==> src/rtl/sync_frame_tx_pkg.sv <==
// sync_frame_tx_pkg: constants and types shared by both ends of the sync-marker link.
// Holds the 5-bit marker, its length, the 2-bit state encoding and small helpers.
// No ports; imported by the transmitter and the receiver-side detector.
package sync_frame_tx_pkg;

  localparam logic [4:0] SYNC_PATTERN = 5'b10010;
  localparam int         SYNC_LEN     = 5;

  typedef enum logic [1:0] {
    ST_IDLE = 2'd0,
    ST_SYNC = 2'd1,
    ST_DATA = 2'd2,
    ST_GAP  = 2'd3
  } state_t;

  function automatic int max3(input int a, input int b, input int c);
    int m;
    m = (a > b) ? a : b;
    return (m > c) ? m : c;
  endfunction

  // Marker bit sent at position idx (0 = first on the line, i.e. pattern bit 4).
  function automatic logic sync_bit(input int idx);
    logic [SYNC_LEN-1:0] p;
    p = SYNC_PATTERN << idx;
    return p[SYNC_LEN-1];
  endfunction

endpackage

==> src/rtl/sync_frame_tx_if.sv <==
// sync_frame_tx_if: payload handshake into the frame transmitter.
// Ports: in_data (DATA_W), in_valid from the producer; in_ready back from the transmitter.
// master = payload producer, slave = transmitter.
interface sync_frame_tx_if #(
  parameter int DATA_W = 8
);
  logic [DATA_W-1:0] in_data;
  logic              in_valid;
  logic              in_ready;

  modport master (output in_data, output in_valid, input in_ready);
  modport slave  (input in_data, input in_valid, output in_ready);
endinterface

==> src/rtl/sync_frame_tx_bit_tick_gen.sv <==
// bit_tick_gen: paces serial bits; tick is high in the last clock of every bit period.
// Ports: clk, rst (async active-low), restart (zero the count, start a new bit), tick.
// The count wraps after CLKS_PER_BIT clocks; with CLKS_PER_BIT=1 tick is always high.
module bit_tick_gen #(
  parameter int CLKS_PER_BIT = 1
) (
  input  logic clk,
  input  logic rst,
  input  logic restart,
  output logic tick
);

  localparam int CW = (CLKS_PER_BIT > 1) ? $clog2(CLKS_PER_BIT) : 1;
  localparam logic [CW-1:0] LAST = CW'(CLKS_PER_BIT - 1);

  logic [CW-1:0] cnt;

  assign tick = (cnt == LAST);

  always_ff @(posedge clk or negedge rst) begin
    if (!rst) begin
      cnt <= '0;
    end else if (restart || tick) begin
      cnt <= '0;
    end else begin
      cnt <= cnt + CW'(1);
    end
  end

endmodule

==> src/rtl/sync_frame_tx.sv <==
// sync_frame_tx: serial frame transmitter - marker 1,0,0,1,0, payload MSB-first, GAP_LEN zeros.
// Ports: clk, rst (async active-low), in_if (payload valid/ready, ready only in IDLE),
//        tx_bit / tx_active (registered line and busy flag), frame_done (last clock of frame).
module sync_frame_tx
  import sync_frame_tx_pkg::*;
#(
  parameter int DATA_W       = 8,
  parameter int CLKS_PER_BIT = 1,
  parameter int GAP_LEN      = 2
) (
  input  logic             clk,
  input  logic             rst,
  sync_frame_tx_if.slave   in_if,
  output logic             tx_bit,
  output logic             tx_active,
  output logic             frame_done
);

  localparam int MAX_BITS = max3(SYNC_LEN, DATA_W, GAP_LEN);
  localparam int IDX_W    = (MAX_BITS > 1) ? $clog2(MAX_BITS) : 1;

  state_t            state, state_nxt;
  logic [IDX_W-1:0]  bit_idx, idx_nxt;
  logic [DATA_W-1:0] shreg, sh_nxt;
  logic              bit_nxt, active_nxt;
  logic              accept, tick;
  logic              last_sync, last_data, last_gap;

  assign in_if.in_ready = (state == ST_IDLE);
  assign accept         = in_if.in_valid && in_if.in_ready;

  // Restarting on accept aligns the first marker bit to a full bit period.
  bit_tick_gen #(.CLKS_PER_BIT(CLKS_PER_BIT)) u_tick (
    .clk     (clk),
    .rst     (rst),
    .restart (accept),
    .tick    (tick)
  );

  assign last_sync = (int'(bit_idx) == SYNC_LEN - 1);
  assign last_data = (int'(bit_idx) == DATA_W - 1);
  assign last_gap  = (GAP_LEN > 0) && (int'(bit_idx) == GAP_LEN - 1);

  // tx_bit is registered, so the combinational block computes the value the
  // line will carry in the next clock; state/bit_idx describe the current bit.
  always_comb begin
    state_nxt  = state;
    idx_nxt    = bit_idx;
    sh_nxt     = shreg;
    bit_nxt    = tx_bit;
    frame_done = 1'b0;
    unique case (state)
      ST_IDLE: begin
        bit_nxt = 1'b0;
        if (accept) begin
          state_nxt = ST_SYNC;
          idx_nxt   = '0;
          sh_nxt    = in_if.in_data;
          bit_nxt   = sync_bit(0);
        end
      end
      ST_SYNC: begin
        if (tick) begin
          if (last_sync) begin
            state_nxt = ST_DATA;
            idx_nxt   = '0;
            bit_nxt   = shreg[DATA_W-1];
            sh_nxt    = shreg << 1;
          end else begin
            idx_nxt = bit_idx + IDX_W'(1);
            bit_nxt = sync_bit(int'(bit_idx) + 1);
          end
        end
      end
      ST_DATA: begin
        if (tick) begin
          if (last_data) begin
            idx_nxt    = '0;
            bit_nxt    = 1'b0;
            frame_done = (GAP_LEN == 0);
            state_nxt  = (GAP_LEN > 0) ? ST_GAP : ST_IDLE;
          end else begin
            idx_nxt = bit_idx + IDX_W'(1);
            bit_nxt = shreg[DATA_W-1];
            sh_nxt  = shreg << 1;
          end
        end
      end
      ST_GAP: begin
        if (tick) begin
          bit_nxt = 1'b0;
          if (last_gap) begin
            frame_done = 1'b1;
            state_nxt  = ST_IDLE;
            idx_nxt    = '0;
          end else begin
            idx_nxt = bit_idx + IDX_W'(1);
          end
        end
      end
      default: begin
        state_nxt = ST_IDLE;
        idx_nxt   = '0;
        bit_nxt   = 1'b0;
      end
    endcase
    active_nxt = (state_nxt != ST_IDLE);
  end

  always_ff @(posedge clk or negedge rst) begin
    if (!rst) begin
      state     <= ST_IDLE;
      bit_idx   <= '0;
      shreg     <= '0;
      tx_bit    <= 1'b0;
      tx_active <= 1'b0;
    end else begin
      state     <= state_nxt;
      bit_idx   <= idx_nxt;
      shreg     <= sh_nxt;
      tx_bit    <= bit_nxt;
      tx_active <= active_nxt;
    end
  end

endmodule

==> src/flat_wrapper.sv <==
// flat-port wrapper written by rule: the top's interface ports become plain ports
module sync_frame_tx_flat import sync_frame_tx_pkg::*;
#(
  parameter int DATA_W       = 8,
  parameter int CLKS_PER_BIT = 1,
  parameter int GAP_LEN      = 2
)
  (clk, rst, tx_bit, tx_active, frame_done, in_if_in_data, in_if_in_valid, in_if_in_ready);
  sync_frame_tx_if #(.DATA_W(DATA_W)) in_if_i ();
  input  logic clk;
  input  logic rst;
  output logic tx_bit;
  output logic tx_active;
  output logic frame_done;
  input wire logic [$bits(in_if_i.in_data)-1:0] in_if_in_data;
  input wire logic [$bits(in_if_i.in_valid)-1:0] in_if_in_valid;
  output wire logic [$bits(in_if_i.in_ready)-1:0] in_if_in_ready;
  assign in_if_i.in_data = in_if_in_data;
  assign in_if_i.in_valid = in_if_in_valid;
  assign in_if_in_ready = in_if_i.in_ready;
  sync_frame_tx #(.DATA_W(DATA_W), .CLKS_PER_BIT(CLKS_PER_BIT), .GAP_LEN(GAP_LEN)) u_core (.clk(clk), .rst(rst), .in_if(in_if_i), .tx_bit(tx_bit), .tx_active(tx_active), .frame_done(frame_done));
endmodule
==> config.mk <==
export PLATFORM = sky130hd
export DESIGN_NAME = sync_frame_tx_flat
export DESIGN_NICKNAME = d
export VERILOG_FILES = /design/src/rtl/sync_frame_tx_pkg.sv /design/src/rtl/sync_frame_tx_if.sv /design/src/rtl/sync_frame_tx_bit_tick_gen.sv /design/src/rtl/sync_frame_tx.sv /design/src/flat_wrapper.sv
export SDC_FILE = /design/constraint.sdc
export NUM_CORES = 1
export LEC_CHECK = 0
export CAP_MARGIN = 20
export CORE_MARGIN = 8
export CORE_UTILIZATION = 45
export DETAILED_ROUTE_END_ITERATION = 7
export GPL_TIMING_DRIVEN = 1
export PLACE_DENSITY = 0.76
export SETUP_SLACK_MARGIN = 0.02
export SYNTH_ARGS = -nofsm -noshare
export SYNTH_HDL_FRONTEND = slang
export SYNTH_SLANG_ARGS = --single-unit
==> constraint.sdc <==
create_clock -name clk -period 2.3 [get_ports clk]
set_input_delay 0.46 -clock clk [delete_from_list [all_inputs] [get_ports clk]]
set_output_delay 0.46 -clock clk [all_outputs]
set_load 0.005 [all_outputs]
# --- Yosys cells after proc, flatten, opt, wreduce, memory -nomap -nowiden ---
# Cells that the tools add are included.
totals:
  inputBits: 11
  word_cells: 64
  output_inout_bits: 4
  regBits: 16
op_classes:
  n_addsub: 3
  reduce_logical: 8
  bitwise_logic: 1
  n_eq_ne: 12
  n_shift: 1
  n_mux: 33
op_table:
  columns: ["cell", "count"]
  rows:
  - ["8-bit two-way mux", 5]
  - ["5-bit by 32-bit << shifter with 5-bit output, first input constant", 1]
  - ["8-bit one-hot mux with 3 select lines", 1]
  - ["3-bit two-way mux", 7]
  - ["2-bit two-way mux", 7]
  - ["3-bit one-hot mux with 4 select lines", 1]
  - ["1-bit two-way mux", 10]
  - ["2-bit != test, second input constant", 5]
  - ["2-bit one-hot mux with 4 select lines", 1]
  - ["6-bit AND reduction", 1]
  - ["3-bit by 1-bit adder with 4-bit output, second input constant", 1]
  - ["2-bit == test, second input constant", 2]
  - ["1-bit one-hot mux with 4 select lines", 1]
  - ["4-bit AND reduction", 1]
  - ["3-bit by 1-bit adder with 3-bit output, second input constant", 1]
  - ["3-bit by 1-bit == test with 1-bit output, second input constant", 1]
  - ["3-bit by 2-bit == test with 1-bit output, second input constant", 1]
  - ["3-bit == test, second input constant", 1]
  - ["3-bit AND reduction", 1]
  - ["3-bit nonzero test", 1]
  - ["2-bit by 1-bit == test with 1-bit output, second input constant", 1]
  - ["2-bit logical NOT", 1]
  - ["2-bit by 1-bit != test with 1-bit output, second input constant", 1]
  - ["2-bit nonzero test", 1]
  - ["other kinds (4)", 4]

# --- Depth between registers and ports, before layout ---
depth:
  depth_word: 5
  ltp_mapped: 8
  depth_no_buf: 6

# --- Cells and area by module ---
# Synthesis repeated with hierarchy kept, for this count alone.
unflattened:
  cells_unflattened: 99
  area_unflattened_um2: 1066.0
modules_own_cells:
  columns: ["mod", "cells_per_inst", "n_inst", "seq_area_each_um2", "area_each_um2"]
  rows:
  - ["sync_frame_tx", 96, 1, 375.4, 1033.5]
  - ["bit_tick_gen", 3, 1, 25.0, 32.5]

# --- Least setup slack after synthesis ---
# OpenSTA, ideal clock, no wires.
synth_timing:
  path_kind: "flip-flop to flip-flop"
  startpoint: "register u_core.state[1]"
  endpoint: "register u_core.shreg[6]"
  arrival_time_ps: 1629
  n_path_buf: 2
  required_ps: 2174
  path_stages_with_launch: 9
  setup_time_ps: 126
  path_slack_ps: 545
  period_less_slack_ps: 1755
  path_cell_list: "dfrtp_1 inv_1 ha_1 buf_2 mux2_2 o211a_2 buf_2 nor2_1 a21oi_1"
synth_via:
  elab_chain_cells: 4
  word_cells_on_any_way: 12
  classes_between: "eq/ne: 7; mux: 1; reduce/logical: 4"
synth_rtl:
  columns: ["element", "line", "rtl"]
  rows:
  - ["start: declaration", "sync_frame_tx.sv:22", "state_t state, state_nxt;"]
  - ["start signal: assignment", "sync_frame_tx.sv:118", "state <= state_nxt;"]
  - ["2-bit logical NOT", "sync_frame_tx.sv:29, sync_frame_tx.sv:52", null]
  - ["1-bit logical AND", "sync_frame_tx.sv:30", "assign accept = in_if.in_valid && in_if.in_ready;"]
  - ["2-bit != test (no line)", null, null]
  - ["6-bit AND reduction (no line)", null, null]
  - ["end signal: assignment", "sync_frame_tx.sv:120", "shreg <= sh_nxt;"]
  - ["end: declaration", "sync_frame_tx.sv:24", "logic [DATA_W-1:0] shreg, sh_nxt;"]
# Several ways; a longest one is shown, not always the timed one.
# A chain may end at the register's enable or synchronous reset.

# --- Final worst setup path ---
layout_timing:
  startpoint: "register u_core.state[1]"
  endpoint: "output in_if_in_ready"
layout_via:
  elab_chain_cells: 1
layout_rtl:
  columns: ["element", "line", "rtl"]
  rows:
  - ["2-bit logical NOT", "sync_frame_tx.sv:29", "assign in_if.in_ready = (state == ST_IDLE);"]
  - ["end: declaration", "flat_wrapper.sv:17", "output wire logic [$bits(in_if_i.in_ready)-1:0] in_if_in_ready;"]
# No other way between the ends.

==> impl_summary.log <==
[metrics] status: complete, no violations
[metrics] worst vdd ir: 0.7440 mV
[metrics] Nets: 141
[metrics] FMAX: 0.4737 GHz
[metrics] top flip-flop cell by instance count after synthesis: sky130_fd_sc_hd__dfrtp_1
[metrics] Slowest Stage Delay on Critical Path: 540 ps
[metrics] Slew Limit Fails: 0
[metrics] EDFF count, synth: 0
[metrics] hpwl dp: 1453 um
[metrics] cts bufs inserted: 3
[metrics] RSZ-0062 raised after global routing: no
[metrics] Slew @ Worst Pin: 700.8 ps
[metrics] CTS sink cnt: 16
[metrics] Arr. time, crit path: 1650 ps
[metrics] Root Buffer Master: sky130_fd_sc_hd__clkbuf_4
[metrics] sequential fraction of the synthesis area: 40.20%
[metrics] power density over cell area: 1273 mW/mm^2
[metrics] share of synthesized cell area in full adder, half adder and majority cells: 11.31%
[metrics] first-pass GRT wire length: 3263 um
[metrics] proportion of netlist area held by the largest area contributor: 40.20%
[metrics] number of I/O port buffers: 14
[metrics] start-to-end type of the worst setup path: reg2out
[metrics] GR Overflow Total: 0
[metrics] Post-DRT Antenna Nets: 0
[metrics] setup tns final: 0 ps
[metrics] I/O Pins: 15
[metrics] total wirelength of the detailed-routed design: 1902 um
[metrics] drt wl/cell: 12.85 um
[metrics] share of synthesized flip-flops with an asynchronous set or reset: 100.0%
[metrics] die span in y: 63.05 um
[metrics] final antenna diode count: 0
[metrics] via count of the first global-routing pass: 811
[metrics] vias post-DR: 798
[metrics] average cell area after synthesis: 9.485 um^2
[metrics] kind of cell with the highest combined delay on the critical path: buffers and inverters
[metrics] post-synth cell types: 33
[metrics] initial standard-cell utilization of the core: 46.36%
[metrics] DRC Markers: 0
[metrics] period utilization: 91.78%
[metrics] Iter 0 DRT Violations: 12
[metrics] nets in the synthesized netlist: 125
[metrics] number of H-tree levels: 1
[metrics] normalized max-slew margin: 53.13%
[metrics] CTS tree: done
[metrics] post-detailed-route via-to-cell ratio: 5.392
[metrics] start point of the worst min-delay path: u_core.shreg[0]
[metrics] Synth Area in Compound Gates: 18.34%
[metrics] area fraction in and, or, nand and nor cells after synthesis: 13.32%
[metrics] worst skew pair latency: 280 ps
[metrics] CP Buf/Inv Count: 2
[metrics] Post-Synth XOR/XNOR Area: 0%
[metrics] cells after synthesis: 105
[metrics] cell accounting for the most synthesized area: sky130_fd_sc_hd__dfrtp_1
[metrics] static leakage: 0.5485 nW
[metrics] clock edge transition at the registers on the reported setup and hold paths: 90 ps
[metrics] Hold Violations, Final: 0
[metrics] portion of netlist area occupied by mux cells: 10.18%
[metrics] Synth Register Bits: 16
[metrics] largest net degree at the start of global routing: 17
[metrics] final setup vio count: 0
[metrics] main combinational cell family by area after synthesis: compound AO/OA/AOI/OAI gates
[metrics] total number of placement rows: 17
[metrics] Die Outline Area: 0.003975 mm^2
[metrics] Mapped Area: 996.0 um^2
[metrics] MaxCap Viol Count: 0
[metrics] Hold Crit Depth: 2
[metrics] maximum root-to-sink buffer count: 2
[metrics] kind of start point of the critical path: flip-flop
[metrics] Min Clock Period, post-route: 2111 ps
[metrics] fraction of layout instances using a drive strength above 1: 6.667%
[metrics] Final Worst Setup Slack: 189.0 ps
[metrics] Layout Skew: 0.6293 ps
[metrics] launching point of the worst reg2reg path: u_core.state[1]
[metrics] slowest cell on the critical path: sky130_fd_sc_hd__clkdlybuf4s50_1
[metrics] Data required, critical path: 1840 ps
[metrics] Hold EP: u_core.shreg[0]
[metrics] capture instance of the worst register-to-register path: u_core.bit_idx[0]
[metrics] CP Max Fanout: 6
[metrics] Critical Path End Type: output pin
[metrics] CP cell instances: inv_1, ha_1, clkdlybuf4s50_1
[metrics] initial antenna violation count: 0
[metrics] Register-to-Register Setup Slack: 360 ps
[metrics] Layout area overhead: 19.98%
[metrics] pre-CTS setup slack: 375.3 ps
[metrics] Ys Warns: 0
[metrics] Tot GR Track Use: 10.01%
[metrics] GP Congestion: 0.8806
[metrics] Final Cell Area: 0.001195 mm^2
[metrics] core footprint: 0.002148 mm^2
[metrics] class of the worst hold path: reg2reg
[metrics] horizontal die dimension: 63.05 um
[metrics] stages on the worst setup path: 3
[metrics] FF-to-FF path depth: 6
[metrics] top area cells in the synthesized netlist: sky130_fd_sc_hd__dfrtp_1 40%, sky130_fd_sc_hd__ha_1 11%, sky130_fd_sc_hd__mux2i_1 9.0%
[metrics] first-pass detailed-route iteration total: 4
[metrics] placed standard-cell area: 0.001154 mm^2
## cell usage after synthesis (2+ instances only)
| library cell | instances |
|---|---|
| sky130_fd_sc_hd__a21o_1 | 2 |
| sky130_fd_sc_hd__a21oi_1 | 12 |
| sky130_fd_sc_hd__buf_2 | 2 |
| sky130_fd_sc_hd__dfrtp_1 | 16 |
| sky130_fd_sc_hd__ha_1 | 9 |
| sky130_fd_sc_hd__inv_1 | 10 |
| sky130_fd_sc_hd__mux2i_1 | 9 |
| sky130_fd_sc_hd__nand2_1 | 7 |
| sky130_fd_sc_hd__nand3_1 | 2 |
| sky130_fd_sc_hd__nand3b_1 | 2 |
| sky130_fd_sc_hd__nor2_1 | 9 |
| sky130_fd_sc_hd__o21ai_0 | 2 |
| sky130_fd_sc_hd__o21ai_1 | 2 |
| sky130_fd_sc_hd__o41ai_1 | 2 |
## placed cells by master (no fill, tap or decap), types with 2 or more instances in the layout
cell type                         instances
sky130_fd_sc_hd__a21o_1                   2
sky130_fd_sc_hd__a21oi_1                 12
sky130_fd_sc_hd__clkbuf_4                 3
sky130_fd_sc_hd__clkdlybuf4s50_1         13
sky130_fd_sc_hd__dfrtp_1                 16
sky130_fd_sc_hd__ha_1                     8
sky130_fd_sc_hd__inv_1                   10
sky130_fd_sc_hd__mux2i_1                  9
sky130_fd_sc_hd__nand2_1                  7
sky130_fd_sc_hd__nand3_1                  2
sky130_fd_sc_hd__nand3b_1                 2
sky130_fd_sc_hd__nor2_1                   9
sky130_fd_sc_hd__o21ai_0                  2
sky130_fd_sc_hd__o21ai_1                  2
sky130_fd_sc_hd__o41ai_1                  2
## through the flow
stage / utilization (%) / hold slack (ps) / instances / power [mW]
2_1_floorplan: - / 164.4 / 105 / 1.127
3_3_place_gp: 53.70 / 512.1 / 144 / 1.313
3_5_place_dp: 53.70 / 517.2 / 144 / 1.342
4_1_cts: 55.39 / 542.1 / 148 / 1.529
5_1_grt: 55.62 / 550.2 / 148 / 1.651
6_report: 55.62 / 534.8 / 148 / 1.521
## cells by family (layout without fill, tap and decap cells)
family,after synthesis,count (layout)
compound gates,28,28
fa+ha+maj,9,9
mux,10,10
simple gates,27,27
other cells,1,1
flops,16,16
buf+inv,14,29
## repair_timing
item	in CTS	in global routing
buffers inserted	0	0
hold buffers	0	0
resized for setup	0	2
endpoints found under the setup margin	0	1
## power by group
part | leakage (nW) | internal [mW] | switching, mW
sequential | 0.189 | 0.403 | 0.0877
combinational | 0.338 | 0.404 | 0.445
clock | 0.0210 | 0.0963 | 0.0854
total | 0.549 | 0.903 | 0.618
## sequential cells by signal (all words and copies together) (netlist names)
register,count
u_core.bit_idx,3
u_core.u_tick.cnt,1
u_core.tx_bit,1
u_core.state,2
u_core.tx_active,1
u_core.shreg,8
## metal layers
layer / wire length, um / track usage, % / part of all wire (%)
met1: 951 / 11.94 / 50
met2: 837 / 15.36 / 44
met3: 77 / 2.509 / 4.0
met4: 36 / 6.838 / 1.9
met5: 0 / 0 / 0
## how the worst max path moves through the flow
stage,endpoint,slack [ps],startpoint
after detailed placement,frame_done,380,u_core.state[1]
after floorplan,u_core.shreg[6],550,u_core.state[1]
after CTS,frame_done,50,u_core.state[1]
final,in_if_in_ready,190,u_core.state[1]
after global routing,in_if_in_ready,110,u_core.state[1]
after global placement,frame_done,420,u_core.state[1]
## area by class of cell
type | instances | area, um^2
Fill cell | 197 | 953.4
Inverter | 10 | 37.54
Multi-Input combinational cell | 75 | 535.5
Clock buffer | 4 | 36.28
Timing Repair Buffer | 15 | 150.1
Tap cell | 28 | 35.03
Sequential cell | 16 | 400.4
## tightest hold or removal path, cell delays in order, from the launching register on
cell,delay (ps)
sky130_fd_sc_hd__dfrtp_1,390
sky130_fd_sc_hd__inv_1,50
sky130_fd_sc_hd__o21ai_1,60
No activity file was read; power rests on OpenSTA's default activity.
